==> src/rtl/ddr3_init_sequencer_pkg.sv <==
// Shared definitions for the DDR3 init sequencer:
//   - state encodings (also exported on state_dbg for CSR readback)
//   - DFI command encodings {cs_n, ras_n, cas_n, we_n}
//   - mode-register index constants (driven on the bank pins during MRS)
package ddr3_init_sequencer_pkg;

    typedef enum logic [3:0] {
        ST_IDLE      = 4'd0,
        ST_RST_HOLD  = 4'd1,
        ST_CKE_WAIT  = 4'd2,
        ST_XPR_WAIT  = 4'd3,
        ST_MRS2      = 4'd4,
        ST_MRS3      = 4'd5,
        ST_MRS1      = 4'd6,
        ST_MRS0_DLL  = 4'd7,
        ST_MRS0      = 4'd8,
        ST_DLLK_WAIT = 4'd9,
        ST_ZQCL      = 4'd10,
        ST_ZQ_WAIT   = 4'd11,
        ST_DONE      = 4'd12
    } state_e;

    typedef struct packed {
        logic cs_n;
        logic ras_n;
        logic cas_n;
        logic we_n;
    } dfi_cmd_t;

    localparam dfi_cmd_t CMD_MRS    = 4'b0000;
    localparam dfi_cmd_t CMD_ZQCL   = 4'b0110;
    localparam dfi_cmd_t CMD_DESEL  = 4'b1111;

    localparam int MR0_IDX = 0;
    localparam int MR1_IDX = 1;
    localparam int MR2_IDX = 2;
    localparam int MR3_IDX = 3;

    // ZQCL is distinguished from ZQCS by A10=1.
    localparam int ZQCL_A10_BIT = 10;

endpackage

==> src/rtl/ddr3_init_timer.sv <==
// Down-counter that times each sequencer state.
//   clk, rst_n : clock, async active-low reset
//   load       : load load_val this cycle (state entry)
//   load_val   : duration of the state being entered, in cycles
//   expire     : counter reads 1, i.e. this is the last cycle of the state
module ddr3_init_timer #(
    parameter int unsigned W = 20
) (
    input  logic         clk,
    input  logic         rst_n,
    input  logic         load,
    input  logic [W-1:0] load_val,
    output logic         expire
);

    logic [W-1:0] cnt;

    always_ff @(posedge clk or negedge rst_n) begin
        if (!rst_n)
            cnt <= '0;
        else if (load)
            cnt <= load_val;
        else if (cnt != '0)
            cnt <= cnt - 1'b1;
    end

    assign expire = (cnt == W'(1));

endmodule

==> src/rtl/ddr3_init_sequencer.sv <==
// DDR3 power-up/initialisation sequencer driving DFI phase 0.
// RESET# hold, CKE enable, MRS MR2/MR3/MR1/MR0(DLL reset)/MR0, tDLLK,
// ZQCL, tZQinit, then init_done hands the DFI mux to the memory controller.
//   clk, rst_n   : clock, async active-low reset
//   start        : pulse to (re)run; ignored while busy
//   busy         : sequence in progress (not IDLE/DONE)
//   init_done    : sequence complete
//   state_dbg    : current state encoding
//   dfi_*        : registered DFI phase-0 command/address outputs
module ddr3_init_sequencer
    import ddr3_init_sequencer_pkg::*;
#(
    parameter int unsigned       ADDR_W     = 14,
    parameter int unsigned       BA_W       = 3,
    parameter int unsigned       TMR_W      = 20,
    parameter logic [ADDR_W-1:0] MR0_DLL    = 'h320,
    parameter logic [ADDR_W-1:0] MR0_VAL    = 'h220,
    parameter logic [ADDR_W-1:0] MR1_VAL    = 'h006,
    parameter logic [ADDR_W-1:0] MR2_VAL    = 'h200,
    parameter logic [ADDR_W-1:0] MR3_VAL    = 'h000,
    parameter int unsigned       T_RESET    = 20000,
    parameter int unsigned       T_CKE      = 50000,
    parameter int unsigned       T_XPR      = 32,
    parameter int unsigned       T_MRD      = 4,
    parameter int unsigned       T_MOD      = 12,
    parameter int unsigned       T_DLLK     = 600,
    parameter int unsigned       T_ZQINIT   = 600,
    parameter bit                AUTO_START = 1'b1
) (
    input  logic              clk,
    input  logic              rst_n,
    input  logic              start,
    output logic              busy,
    output logic              init_done,
    output logic [3:0]        state_dbg,
    output logic              dfi_reset_n,
    output logic              dfi_cke,
    output logic              dfi_odt,
    output logic              dfi_cs_n,
    output logic              dfi_ras_n,
    output logic              dfi_cas_n,
    output logic              dfi_we_n,
    output logic [ADDR_W-1:0] dfi_address,
    output logic [BA_W-1:0]   dfi_bank
);

    state_e            state_q, state_d;
    logic              entry;
    logic              auto_arm;
    logic              tmr_expire;
    logic [TMR_W-1:0]  tmr_load_val;
    dfi_cmd_t          cmd_q, cmd_d;
    logic [ADDR_W-1:0] addr_d;
    logic [BA_W-1:0]   bank_d;

    ddr3_init_timer #(.W(TMR_W)) u_timer (
        .clk      (clk),
        .rst_n    (rst_n),
        .load     (entry),
        .load_val (tmr_load_val),
        .expire   (tmr_expire)
    );

    // Every non-IDLE/DONE state is timed and advances linearly on expiry.
    always_comb begin
        state_d = state_q;
        unique case (state_q)
            ST_IDLE: if (start || auto_arm) state_d = ST_RST_HOLD;
            ST_DONE: if (start)             state_d = ST_RST_HOLD;
            default: if (tmr_expire)        state_d = state_e'(state_q + 4'd1);
        endcase
    end

    assign entry = (state_d != state_q);

    always_comb begin
        unique case (state_d)
            ST_RST_HOLD:  tmr_load_val = TMR_W'(T_RESET);
            ST_CKE_WAIT:  tmr_load_val = TMR_W'(T_CKE);
            ST_XPR_WAIT:  tmr_load_val = TMR_W'(T_XPR);
            ST_MRS2,
            ST_MRS3,
            ST_MRS1,
            ST_MRS0_DLL:  tmr_load_val = TMR_W'(T_MRD);
            ST_MRS0:      tmr_load_val = TMR_W'(T_MOD);
            ST_DLLK_WAIT: tmr_load_val = TMR_W'(T_DLLK);
            ST_ZQCL:      tmr_load_val = TMR_W'(1);
            ST_ZQ_WAIT:   tmr_load_val = TMR_W'(T_ZQINIT);
            default:      tmr_load_val = '0;
        endcase
    end

    // Commands go out only on the entry cycle of a command state; the rest
    // of the state deselects while address/bank keep their last value.
    always_comb begin
        cmd_d  = CMD_DESEL;
        addr_d = dfi_address;
        bank_d = dfi_bank;
        if (entry) begin
            unique case (state_d)
                ST_MRS2:     begin cmd_d = CMD_MRS; bank_d = BA_W'(MR2_IDX); addr_d = MR2_VAL; end
                ST_MRS3:     begin cmd_d = CMD_MRS; bank_d = BA_W'(MR3_IDX); addr_d = MR3_VAL; end
                ST_MRS1:     begin cmd_d = CMD_MRS; bank_d = BA_W'(MR1_IDX); addr_d = MR1_VAL; end
                ST_MRS0_DLL: begin cmd_d = CMD_MRS; bank_d = BA_W'(MR0_IDX); addr_d = MR0_DLL; end
                ST_MRS0:     begin cmd_d = CMD_MRS; bank_d = BA_W'(MR0_IDX); addr_d = MR0_VAL; end
                ST_ZQCL: begin
                    cmd_d  = CMD_ZQCL;
                    bank_d = '0;
                    addr_d = ADDR_W'(1) << ZQCL_A10_BIT;
                end
                default: ;
            endcase
        end
    end

    // All outputs are registered from the next state so they line up with
    // state_q (and state_dbg) in the same cycle.
    always_ff @(posedge clk or negedge rst_n) begin
        if (!rst_n) begin
            state_q     <= ST_IDLE;
            auto_arm    <= AUTO_START;
            busy        <= 1'b0;
            init_done   <= 1'b0;
            dfi_reset_n <= 1'b0;
            dfi_cke     <= 1'b0;
            cmd_q       <= CMD_DESEL;
            dfi_address <= '0;
            dfi_bank    <= '0;
        end else begin
            state_q     <= state_d;
            auto_arm    <= 1'b0;
            busy        <= !(state_d inside {ST_IDLE, ST_DONE});
            init_done   <= (state_d == ST_DONE);
            dfi_reset_n <= !(state_d inside {ST_IDLE, ST_RST_HOLD});
            dfi_cke     <= (state_d >= ST_XPR_WAIT);
            cmd_q       <= cmd_d;
            dfi_address <= addr_d;
            dfi_bank    <= bank_d;
        end
    end

    assign state_dbg = state_q;
    assign dfi_cs_n  = cmd_q.cs_n;
    assign dfi_ras_n = cmd_q.ras_n;
    assign dfi_cas_n = cmd_q.cas_n;
    assign dfi_we_n  = cmd_q.we_n;
    // ODT belongs to the memory controller once init_done flips the mux.
    assign dfi_odt   = 1'b0;

endmodule
==> config.mk <==
export PLATFORM = sky130hd
export DESIGN_NAME = ddr3_init_sequencer
export DESIGN_NICKNAME = d
export VERILOG_FILES = /design/src/rtl/ddr3_init_sequencer_pkg.sv /design/src/rtl/ddr3_init_timer.sv /design/src/rtl/ddr3_init_sequencer.sv
export SDC_FILE = /design/constraint.sdc
export NUM_CORES = 1
export LEC_CHECK = 0
export ABC_CLOCK_PERIOD_IN_PS = 3700
export CAP_MARGIN = 10
export CELL_PAD_IN_SITES_DETAIL_PLACEMENT = 0
export CELL_PAD_IN_SITES_GLOBAL_PLACEMENT = 1
export CORE_ASPECT_RATIO = 1.75
export CORE_MARGIN = 10
export CORE_UTILIZATION = 43
export CTS_CLUSTER_SIZE = 14
export DETAILED_ROUTE_END_ITERATION = 8
export PLACE_DENSITY = 0.77
export SLEW_MARGIN = 20
export SYNTH_ARGS = -nofsm -noshare
export SYNTH_HDL_FRONTEND = slang
export SYNTH_SLANG_ARGS = --single-unit
==> constraint.sdc <==
create_clock -name clk -period 3.7 [get_ports clk]
set_input_delay 0.37 -clock clk [delete_from_list [all_inputs] [get_ports clk]]
set_output_delay 0.37 -clock clk [all_outputs]
set_load 0.05 [all_outputs]
Word level (Yosys, flattened, before mapping) --
Memories as Yosys holds them, arrays and structs flattened. Cells that the tools add are included.
Storage, ports and cells: register bits after elaboration 50, ROM bits 192, output and inout port bits 30, memories 1
Memory list:
- (name not given) | words 16, width 12, read ports 1, clocked after memory_dff 0, wr ports 0, RTL line ddr3_init_sequencer.sv:77 | unique case (state_d)
Operators by class: add/subtract/negate cells 2, magnitude comparators 1, equality and inequality tests 11, multiplexer cells 10, reduce and logical (&&, ||, !) cells 15
Operators by type and width (count):
- $pmux W14 S6 | 1
- $mux W20 | 2
- $eq A20 B1 Y1 const B | 1
- $reduce_bool A20 Y1 | 1
- $sub A20 B1 Y20 const B | 1
- $eq A4 B3 Y1 const B | 4
- $eq A4 B4 Y1 const B | 4
- $mux W4 | 4
- $pmux W4 S2 | 2
- $pmux W3 S4 | 1
- $logic_not A4 Y1 | 2
- $reduce_bool A2 Y1 | 3
- $reduce_bool A6 Y1 | 1
- $reduce_or A5 Y1 | 1
- $add A4 B1 Y4 const B | 1
- $eq A4 B1 Y1 const B | 1
- $ge A4 B2 Y1 const B | 1
- $ne A4 B4 Y1 | 1
- $reduce_and A2 Y1 | 2
- $reduce_bool A4 Y1 | 1
- $reduce_or A3 Y1 | 1
- $logic_not A1 Y1 | 2
- $logic_or A1 B1 Y1 | 1

Depth between registers and ports, before layout --
word-level depth 7, mapped depth 14, gate-level depth less buffers 13

Hierarchy --
A second synthesis with hierarchy kept.
Second synthesis, totals: cells, all modules 292, area total of the unflattened synthesis 2680.1 µm²
Modules (own cells, without submodules):
- ddr3_init_timer | times used 1, cells an instance 152, area each 1376.3 µm², sequential area each 500.5 µm²
- ddr3_init_sequencer | times used 1, cells an instance 140, area each 1303.8 µm², sequential area each 454.2 µm²

Worst setup path before layout --
Ideal clock, no wire load.
path type flip-flop to flip-flop, from reg u_timer.cnt[5], to reg dfi_address[5], library setup time 0.125 ns, arrival time 3.013 ns, data required time 3.575 ns, setup slack 0.562 ns, stages on the path, launching flop included 13, buffers on the path 0, period minus slack after synthesis 3.138 ns, cells stage by stage dfrtp_1 > nor4_2 > nand2_1 > nor3_2 > nand2_1 > mux2i_1 > a21oi_1 > inv_1 > ha_1 > nor3_1 > a221oi_2 > nand3b_4 > mux2_4
Between the ends: longest elaborated chain between the ends 6, elaborated cells on any way between the ends 13, those cells by class eq/ne: 8; mux: 3; reduce/logical: 2
Ends and longest elaborated chain:
- start: declaration | RTL line ddr3_init_timer.sv:16 | logic [W-1:0] cnt;
- start signal: assignment | RTL line ddr3_init_timer.sv:22 | cnt <= load_val;
- start signal: assignment | RTL line ddr3_init_timer.sv:24 | cnt <= cnt - 1'b1;
- $eq A20 B1 Y1 (*) | RTL line ddr3_init_timer.sv:27 | assign expire = (cnt == W'(1));
- $mux W4 (*) | RTL line ddr3_init_sequencer.sv:70 | default: if (tmr_expire) state_d = state_e'(state_q + 4'd1);
- $pmux W4 S2 (*) | RTL line ddr3_init_sequencer.sv:67 | unique case (state_q)
- named net state_d[1] | RTL line ddr3_init_sequencer.sv:47 | state_e state_q, state_d;
- $eq A4 B4 Y1 / $eq A4 B3 Y1 (equally long branches) | RTL line ddr3_init_sequencer.sv:100 | unique case (state_d)
- $reduce_bool A6 Y1 (no line)
- $reduce_and A2 Y1 (no line)
- end signal: assignment | RTL line ddr3_init_sequencer.sv:137 | dfi_address <= addr_d;
- end: declaration | RTL line ddr3_init_sequencer.sv:43 | output logic [ADDR_W-1:0] dfi_address,
Mark *: on every way through the listed nets, which the timed path passes. The rest lies on a longest branch. The select of a mux whose other input is x is not followed. A chain may end at the register's enable or synchronous reset.

Worst setup path in the final report --
from reg u_timer.cnt[16], to reg dfi_bank[0]
Between the ends: longest elaborated chain between the ends 7, elaborated cells on any way between the ends 14, those cells by class eq/ne: 8; mux: 3; reduce/logical: 3
Ends and longest elaborated chain:
- $eq A20 B1 Y1 (*) | RTL line ddr3_init_timer.sv:27
- $mux W4 (*) | RTL line ddr3_init_sequencer.sv:70
- $pmux W4 S2 (*) | RTL line ddr3_init_sequencer.sv:67
- named net state_d[1] | RTL line ddr3_init_sequencer.sv:47
- $eq A4 B4 Y1 / $eq A4 B3 Y1 (equally long branches) | RTL line ddr3_init_sequencer.sv:100
- $reduce_or A3 Y1 (no line)
- $reduce_bool A4 Y1 (no line)
- $reduce_and A2 Y1 (no line)
- end signal: assignment | RTL line ddr3_init_sequencer.sv:138 | dfi_bank <= bank_d;
- end: declaration | RTL line ddr3_init_sequencer.sv:44 | output logic [BA_W-1:0] dfi_bank
Marks and branches as above.

==> out/summary.txt <==
Worst Skew -> 0.00809 ns
First-pass GRT wire length -> 10.4 mm
Mapped Cells -> 272
DRC violations left -> 0
# H-tree levels -> 2
CTS Root Cell -> clkbuf_8
DIE HEIGHT -> 122 microns
Wirelength, routed -> 6.16 mm
Setup-failing EPs final -> 0
DRT iter0 DRCs -> 148
Worst hold path type -> in -> async
Die Area -> 0.00960 sq mm
Most frequent cells after synthesis -> dfrtp_1 (35), nand2_1 (22), nor2_1 (22)
Synth cell types -> 64
Synth-to-Final Area Change -> 15.5%
Flops & latches, synth -> 38
Post-CTS Resized -> 0
Worst Tran Pin Value -> 0.869 ns
# rows -> 37
YS warnings -> 0
Port buffer count -> 22
Fmax -> 0.300 GHz
Tmin final -> 3.34 ns
Critical Path End Type -> flop
Detailed Place HPWL -> 4.80 mm
Hold bufs inserted after CTS -> 0
Sinks on Clock Net -> 38
Worst Setup Start Kind -> flop
Die width -> 78.5 microns
Clk buf depth -> 2
Share of cells above drive strength 1 -> 14.2%
# IOs -> 33
PD cells -> 296 mW/mm^2
Static Leak -> 1.22 nW
Sequential area share after synthesis -> 37.1%
Share of the synthesized area in the top cell type -> 34.0%
Core area -> 0.00583 sq mm
Layout Nets -> 308
Fin cells -> 374
Antenna Cells -> 0
Via Count -> 2013
WP data arrival -> 3.52 ns
WS Path Type -> reg -> reg
Ys flop type -> dfrtp_1
Slew Limit Fails -> 0
Vias in the first global route -> 2130
Fin crit share -> 90.2%
Crit Path Max Fanout -> 6
Async set-reset flop share out of synthesis -> 100%
Worst path required time -> 3.89 ns
Post-route ant nets -> 0
Largest net degree at the start of global routing -> 39
Final hold vios -> 0
Worst R2R Path Depth -> 12
Synth Area per Inst -> 9.46 sq um
TritonCTS buffer count -> 5
Slew HR -> 42.0%
CTS clk-pin slew, worst paths -> 0.08 ns
Area leader, netlist -> dfrtp_1
Cells after DPL -> 366
Post-synth EDFFs -> 0
Antenna violations before repair -> 0
Total GRT Usage -> 13.2%
Status -> finished clean
RSZ-0062 raised after global routing -> no
TritonCTS clock tree -> yes
Post-CTS setup buffers -> 0
Drt first pass iters -> 6
Peak supply drop -> 0.000377 V
Setup TNS -> 0 ns
Routed wire length per instance -> 16.5 microns
Initial Util -> 44.1%
Synth top area cells -> dfrtp_1 (34%), ha_1 (4.9%), xor2_1 (4.8%)
Count leader, synth -> dfrtp_1
Max-cap violation count -> 0
Skew-Pair Late Insertion Delay -> 0.29 ns
Congestion Overflow GR -> 0
Vias per Instance -> 5.38
Routability cong. -> 0.811
Synthesized area -> 0.00257 sq mm
==> metal layers <==
layer	share of wire (%)	routed length [microns]	global-route usage (%)
met5	0	0	0
met4	2.7	167	5.74
met3	3.3	206	2.56
met2	57	3500	26.3
met1	37	2290	12.5
==> layout make-up <==
class	instances	area, sq um
fillers	573	2860
multi-input cells	209	1470
flip-flops and latches	38	955
repair buffers	30	275
well taps	78	97.6
clock buffers	5	68.8
clock inverters	3	68.8
inverters	11	41.3
==> where the power goes <==
group          leakage [nW]  internal, mW  switching [mW]
sequential            0.428         0.416        0.000345
clock                0.0683         0.270           0.159
combinational         0.722       0.00133          0.0315
total                  1.22         0.688           0.191
==> registers in the layout, summed over array words and instances, names as in the netlist, 2 cells and up <==
register,cells
u_timer.cnt,20
dfi_bank,2
state_dbg,4
dfi_address,5
==> through the flow <==
stage | hold WS, ns | worst slack (ns) | util, % | total power, mW | instance area (sq um)
2_1_floorplan | 0.0744 | 0.562 | - | 0.455 | 2610
3_3_place_gp | 0.464 | 0.524 | 48.6 | 0.458 | 2840
3_5_place_dp | 0.476 | 0.388 | 48.6 | 0.458 | 2840
4_1_cts | 0.226 | 0.379 | 51.0 | 0.884 | 2970
5_1_grt | 0.259 | 0.0178 | 51.0 | 0.907 | 2970
6_report | 0.173 | 0.362 | 51.0 | 0.879 | 2970
==> logic make-up after synthesis <==
logic type                 Yosys count  share of synthesized area (%)
and+or+nand+nor                    107                           25.8
AOI/OAI and AO/OA                   53                           13.8
DFF                                 38                           37.1
buffers and inverters               35                           7.39
xor gates and xnor gates            19                           6.47
adders and majority gates           10                           4.86
muxes                                9                           4.47
other                                1                          0.146
==> path summary, 6_finish.rpt <==
kind,start,endpoint,slack (ns)
setup / recovery,u_timer.cnt[16],dfi_bank[0],0.36
hold / removal,rst_n,state_dbg[3],0.17
setup reg to reg,u_timer.cnt[16],dfi_bank[0],0.36
hold reg to reg,dfi_address[10],dfi_address[10],0.49
max in group asynchronous,rst_n,u_timer.cnt[1],2.96
min in group clk,dfi_address[10],dfi_address[10],0.49
==> layout by cell type (no fill, tap or decap), types with 5 or more instances in the layout <==
master / instances
inv_1: 11
nand3_1: 11
xor2_1: 14
buf_4: 8
nor3_1: 8
nor2_1: 22
a21oi_1: 11
xnor2_1: 5
o211ai_1: 5
conb_1: 11
o21ai_0: 9
nand2_1: 22
clkbuf_8: 5
clkdlybuf4s50_1: 21
dfrtp_1: 35
nand2b_1: 7
ha_1: 10
==> critical path: stages, from the launching register on <==
cell      delay [ns]
dfrtp_1         0.42
nor4_1          0.46
nand4b_2        0.19
nor3_2          0.29
nand2_1         0.11
mux2i_1         0.12
a21oi_1         0.33
inv_1           0.12
ha_1            0.24
nor3_1          0.30
a221oi_2        0.10
nand3b_4        0.25
mux2_4          0.32
Power figures use the tool's default switching activity.
